### config.mk
export PLATFORM = sky130hd
export DESIGN_NAME = fmc_adc_trig_sched
export DESIGN_NICKNAME = d
export VERILOG_FILES = /design/src/rtl/fmc_adc_trig_pkg.sv /design/src/rtl/fmc_adc_trig_dly.sv /design/src/rtl/fmc_adc_trig_sched.sv
export SDC_FILE = /design/constraint.sdc
export NUM_CORES = 1
export LEC_CHECK = 0
export CAP_MARGIN = 20
export CORE_MARGIN = 2
export CORE_UTILIZATION = 48
export DETAILED_ROUTE_END_ITERATION = 8
export PLACE_DENSITY = 0.81
export SKIP_CTS_REPAIR_TIMING = 1
export SYNTH_ARGS = -nofsm -noshare
export SYNTH_HDL_FRONTEND = slang
export SYNTH_HIERARCHICAL = 1
export SYNTH_SLANG_ARGS = --single-unit
### constraint.sdc
create_clock -name sys_clk_i -period 3.55 [get_ports sys_clk_i]
set_input_delay 0.355 -clock sys_clk_i [delete_from_list [all_inputs] [get_ports sys_clk_i]]
set_output_delay 0.355 -clock sys_clk_i [all_outputs]
set_load 0.02 [all_outputs]
### src/rtl/fmc_adc_trig_pkg.sv
// FMC-ADC trigger scheduler shared definitions.
// Source bit map and scheduler state encoding.
package fmc_adc_trig_pkg;

  localparam int c_TRIG_EXT    = 0;
  localparam int c_TRIG_SW     = 1;
  localparam int c_TRIG_TIME   = 2;
  localparam int c_TRIG_AUX    = 3;
  localparam int c_TRIG_CH1    = 4;
  localparam int c_TRIG_CH2    = 5;
  localparam int c_TRIG_CH3    = 6;
  localparam int c_TRIG_CH4    = 7;
  localparam int c_NB_TRIG_SRC = 8;

  typedef enum logic [1:0] {
    IDLE,
    READY,
    HOLDOFF
  } t_trig_sched_state;

endpackage

### src/rtl/fmc_adc_trig_dly.sv
// Loadable down-counter for the external trigger delay.
// fire is high in the cycle the count reaches 1.
module fmc_adc_trig_dly #(
  parameter int unsigned g_DLY_WIDTH = 32
) (
  input  logic                   clk,
  input  logic                   rst,
  input  logic                   load,
  input  logic [g_DLY_WIDTH-1:0] value,
  input  logic                   cancel,
  output logic                   busy,
  output logic                   fire
);

  localparam logic [g_DLY_WIDTH-1:0] c_ONE = g_DLY_WIDTH'(1);

  logic [g_DLY_WIDTH-1:0] cnt;

  assign busy = (cnt != '0);
  assign fire = (cnt == c_ONE);

  // Count down a captured delay; cancel wins over a new load
  always_ff @(posedge clk or posedge rst) begin
    if (rst) begin
      cnt <= '0;
    end else if (cancel) begin
      cnt <= '0;
    end else if (load) begin
      cnt <= value;
    end else if (busy) begin
      cnt <= cnt - c_ONE;
    end
  end

endmodule

### src/rtl/fmc_adc_trig_sched.sv
// FMC-ADC trigger scheduler: masks, delays and holds off
// trigger sources, and counts accepted/missed triggers.
module fmc_adc_trig_sched
  import fmc_adc_trig_pkg::*;
#(
  parameter int unsigned g_DLY_WIDTH     = 32,
  parameter int unsigned g_HOLDOFF_WIDTH = 32,
  parameter int unsigned g_CNT_WIDTH     = 16
) (
  input  logic                       sys_clk_i,
  input  logic                       sys_rst_i,
  input  logic [c_NB_TRIG_SRC-1:0]   trig_src_i,
  input  logic [c_NB_TRIG_SRC-1:0]   trig_en_i,
  input  logic [g_DLY_WIDTH-1:0]     ext_dly_i,
  input  logic [g_HOLDOFF_WIDTH-1:0] holdoff_i,
  input  logic                       armed_i,
  input  logic                       acq_stop_i,
  input  logic                       cnt_clr_i,
  output logic                       trig_o,
  output logic [c_NB_TRIG_SRC-1:0]   trig_src_o,
  output logic [g_CNT_WIDTH-1:0]     trig_cnt_o,
  output logic [g_CNT_WIDTH-1:0]     miss_cnt_o,
  output logic                       ext_dly_busy_o
);

  localparam logic [g_HOLDOFF_WIDTH-1:0] c_HO_ONE =
    g_HOLDOFF_WIDTH'(1);
  localparam logic [g_CNT_WIDTH-1:0] c_CNT_ONE =
    g_CNT_WIDTH'(1);

  t_trig_sched_state            state;
  logic [g_HOLDOFF_WIDTH-1:0]   hold_cnt;
  logic [c_NB_TRIG_SRC-1:0]     req;
  logic                         ext;
  logic                         ext_now;
  logic                         dly_load;
  logic                         dly_busy;
  logic                         dly_fire;
  logic                         ext_drop;
  logic                         acc;
  logic                         trig_inc;
  logic                         miss_inc;

  assign ext      = trig_src_i[c_TRIG_EXT] & trig_en_i[c_TRIG_EXT];
  assign ext_now  = ext & ~dly_busy & (ext_dly_i == '0);
  assign dly_load = ext & ~dly_busy & (ext_dly_i != '0);
  assign ext_drop = ext & dly_busy;

  fmc_adc_trig_dly #(
    .g_DLY_WIDTH (g_DLY_WIDTH)
  ) u_dly (
    .clk    (sys_clk_i),
    .rst    (sys_rst_i),
    .load   (dly_load),
    .value  (ext_dly_i),
    .cancel (acq_stop_i),
    .busy   (dly_busy),
    .fire   (dly_fire)
  );

  assign ext_dly_busy_o = dly_busy;

  // Merge enabled sources with the (possibly delayed) ext request
  always_comb begin
    req = trig_src_i & trig_en_i;
    req[c_TRIG_EXT] = ext_now | dly_fire;
  end

  // Accept/miss events feeding the statistics counters
  always_comb begin
    acc      = (state == READY) & (|req);
    trig_inc = acc & ~acq_stop_i;
    miss_inc = ~acq_stop_i &
               (((state == HOLDOFF) & (|req)) |
                (ext_drop & armed_i));
  end

  // Scheduler FSM with registered trigger pulse and source latch
  always_ff @(posedge sys_clk_i or posedge sys_rst_i) begin
    if (sys_rst_i) begin
      state      <= IDLE;
      hold_cnt   <= '0;
      trig_o     <= 1'b0;
      trig_src_o <= '0;
    end else begin
      trig_o <= 1'b0;
      if (acq_stop_i) begin
        state    <= IDLE;
        hold_cnt <= '0;
      end else begin
        unique case (state)
          IDLE: begin
            if (armed_i) state <= READY;
          end
          READY: begin
            if (|req) begin
              trig_o     <= 1'b1;
              trig_src_o <= req;
              if (holdoff_i != '0) begin
                hold_cnt <= holdoff_i;
                state    <= HOLDOFF;
              end
            end else if (!armed_i) begin
              state <= IDLE;
            end
          end
          HOLDOFF: begin
            hold_cnt <= hold_cnt - c_HO_ONE;
            if (hold_cnt == c_HO_ONE)
              state <= armed_i ? READY : IDLE;
          end
          default: state <= IDLE;
        endcase
      end
    end
  end

  // Saturating statistics counters; clear beats increment
  always_ff @(posedge sys_clk_i or posedge sys_rst_i) begin
    if (sys_rst_i) begin
      trig_cnt_o <= '0;
      miss_cnt_o <= '0;
    end else if (cnt_clr_i) begin
      trig_cnt_o <= '0;
      miss_cnt_o <= '0;
    end else begin
      if (trig_inc && trig_cnt_o != '1)
        trig_cnt_o <= trig_cnt_o + c_CNT_ONE;
      if (miss_inc && miss_cnt_o != '1)
        miss_cnt_o <= miss_cnt_o + c_CNT_ONE;
    end
  end

endmodule

==> results.yml <==
outcome:
  outcome: "finished clean"
yosys:
  syn_avg_cell_area_um2: 8.75
  synth_fp_nets: 839
  synth_area_mm2: 0.00655
  synth-seq-area-share_pct: 40.9
  synth_seq_cells: 107
  synth-edff-count: 0
  ys_types: 71
  synthFlopType: "dfrtp_1"
  synth_cells: 748
  yosysWarnings: 6
  synthArstFlopShare_pct: 100
worst_hold_path:
  min_path_type: "in2async"
cells_and_area:
  fin_nets: 962
  final_core_util_pct: 63.0
  num_antenna_cells: 0
  num-fill-cells: 1115
  syn2layout_area_growth_pct: 28.0
  drive_gt1_share_pct: 7.65
clock_network:
  cts_root_buf: "clkbuf_16"
  cts_made_buffers: 9
  cts_tree: "yes"
  clockBufferDepth: 2
  clkLatencyLatePin_ps: 360
  clock-sinks: 107
  path_clk_slew_ps: 80
  htree_levels: 3
drt:
  wl_um: 18200
  drc_errors: 0
  dr_total_vias: 6405
  post_drt_wl_per_cell_um: 17.3
  ant_nets: 0
  first_pass_iters: 6
  drt_iter0_markers: 422
  viasPerCell: 6.09
die:
  initial_core_util_pct: 49.2
  dieWidth_um: 121
  io_pins: 127
  chipHeight_um: 121
  core_mm2: 0.0133
  die-area_mm2: 0.0146
  row_count: 42
worst_setup_path:
  crit_path_end_kind: "flip-flop"
  critPathMaxFanout: 23
  start_kind: "flip-flop"
  cp.required_ps: 3810
  worstPathArrival_ps: 3510
  path_class: "reg2reg"
flow_run:
  maxCapViolCount: 0
placement:
  place_hpwl_um: 12900
  portBuffers: 126
  place_congestion: 0.895
global_route:
  grt_max_degree: 76
  grt_pass1_vias: 6119
  antenna_found_initial: 0
  grt.met3_usage_pct: 5.80
  overflow: 0
  grt_first_pass_wirelength_um: 30100
  grt.met1_usage_pct: 36.0
  grt_busiest_layer: "met2"
  grt_use_met2_pct: 38.6
  grt.total_usage_pct: 25.8
power_and_ir_drop:
  cellPowerDensity_mw_per_mm2: 509
  p_sw_mw: 1.54
  p_sw_share_pct: 36.1
  ir_drop_mv: 0.283
  p_seq_share_pct: 35.8
  power.share.clock_pct: 25.9
  p_int_mw: 2.72
  power.leakage_nw: 3.39
  combPwrFrac_pct: 38.3
sta:
  hold_viol: 0
  relSlewSlack_pct: 35.4
  finalClockSkew_ps: 14.3
  tns_ps: 0
  fmax_mhz: 307
  slew_violations: 0
  rsz0062_at_grt: "false"
  fin_crit_ps: 3250
  tightest_slew_ps: 969
  period_share_pct: 91.7
  setup_viol_count_final: 0
==> cell usage in the layout, fill, tap and decap left out, types with 22 or more instances in the layout <==
master	netlist	final
nor3_1	29	28
o21ai_0	58	57
dfrtp_1	107	107
nor4_1	39	38
nor2_1	57	57
a21oi_1	72	72
buf_4	0	22
clkdlybuf4s50_1	0	126
nand2_1	60	60
nand3_1	32	32
==> worst paths after layout <==
path / startpoint / end / slack, ps / cells past startpoint
setup / recovery: u_dly/cnt[0] / trig_cnt_o[5] / 300 / 11
hold / removal: sys_rst_i / u_dly/cnt[27] / 460 / 3
setup reg to reg: u_dly/cnt[0] / trig_cnt_o[5] / 300 / 11
hold reg to reg: trig_src_o[5] / trig_src_o[5] / 490 / 2
max in group asynchronous: sys_rst_i / trig_src_o[3] / 2270 / 3
min in group sys_clk_i: trig_src_o[5] / trig_src_o[5] / 490 / 2
==> metrics by stage <==
stage	hold WS, ps	worst slack (ps)	cells	instance area (um^2)	total power [mW]
2_1_floorplan	460	89.3	748	6550	2.65
3_3_place_gp	463	366	1035	8040	3.12
3_5_place_dp	477	312	1035	8040	3.15
4_1_cts	473	291	1051	8370	4.26
5_1_grt	526	67.2	1052	8380	4.52
6_report	458	295	1052	8380	4.27
==> cell usage after synthesis, drive strengths merged (9+ instances only) <==
library cell | number | area share, %
dfrtp | 107 | 41
clkbuf | 31 | 1.8
nor4 | 43 | 4.9
xor2 | 17 | 2.3
mux2i | 9 | 1.4
or3 | 21 | 2.0
nand3 | 33 | 2.7
or4 | 21 | 2.6
inv | 18 | 1.0
nor2b | 10 | 0.96
xnor2 | 19 | 2.5
nor3 | 29 | 2.2
nand2 | 60 | 3.4
o21ai | 61 | 4.7
nor2 | 57 | 3.3
a21oi | 72 | 5.5
nand4 | 16 | 1.5
==> critical path, stage by stage, from the launching register on <==
cell and delay, ps:
dfrtp_1 430, inv_1 100, ha_1 210, or3b_2 540, nor4_4 240, nand3_4 160, nor4_2 280, buf_4 220
o21ai_1 210, buf_4 280, o31a_1 300, o21ba_2 200
==> per-layer routing <==
layer / share of wire (%) / wire length (um)
met1: 44 / 8000
met2: 45 / 8240
met3: 8.0 / 1450
met4: 2.9 / 519
met5: 0 / 0
==> power groups by stage <==
stage	registers [mW]	logic [mW]	clock network, mW
2_1_floorplan	1.54	1.11	0
3_3_place_gp	1.53	1.58	0
3_5_place_dp	1.54	1.61	0
4_1_cts	1.52	1.62	1.11
5_1_grt	1.55	1.81	1.17
6_report	1.53	1.64	1.11
==> layout make-up <==
class	count	area [um^2]	share of cell area (%)
Clock buffer	10	239	2.85
Inverter	18	67.6	0.807
Tap cell	176	220	2.63
Multi-Input combinational cell	587	3660	43.7
Timing Repair Buffer	148	1430	17.0
Clock inverter	6	88.8	1.06
Sequential cell	107	2680	32.0
==> cell families (layout without fill, tap and decap cells) <==
| kind of cell | Yosys count | count (layout) | synth area share [%] |
|---|---|---|---|
| XOR/XNOR | 36 | 36 | 4.82 |
| AND/OR/NAND/NOR | 328 | 328 | 28.2 |
| AO/OA/AOI/OAI | 204 | 204 | 19.4 |
| multiplexers | 13 | 13 | 2.06 |
| buffers and inverters | 54 | 182 | 3.38 |
| flip-flops | 107 | 107 | 40.9 |
| adder cells (fa/ha/maj) | 6 | 6 | 1.15 |
==> state kept, by name, summed over array words and instances, names as in the netlist <==
signal      flops
hold_cnt       32
miss_cnt_o     16
state           2
trig_cnt_o     16
trig_o          1
trig_src_o      8
u_dly/cnt      32
Power figures use the tool's default switching activity.
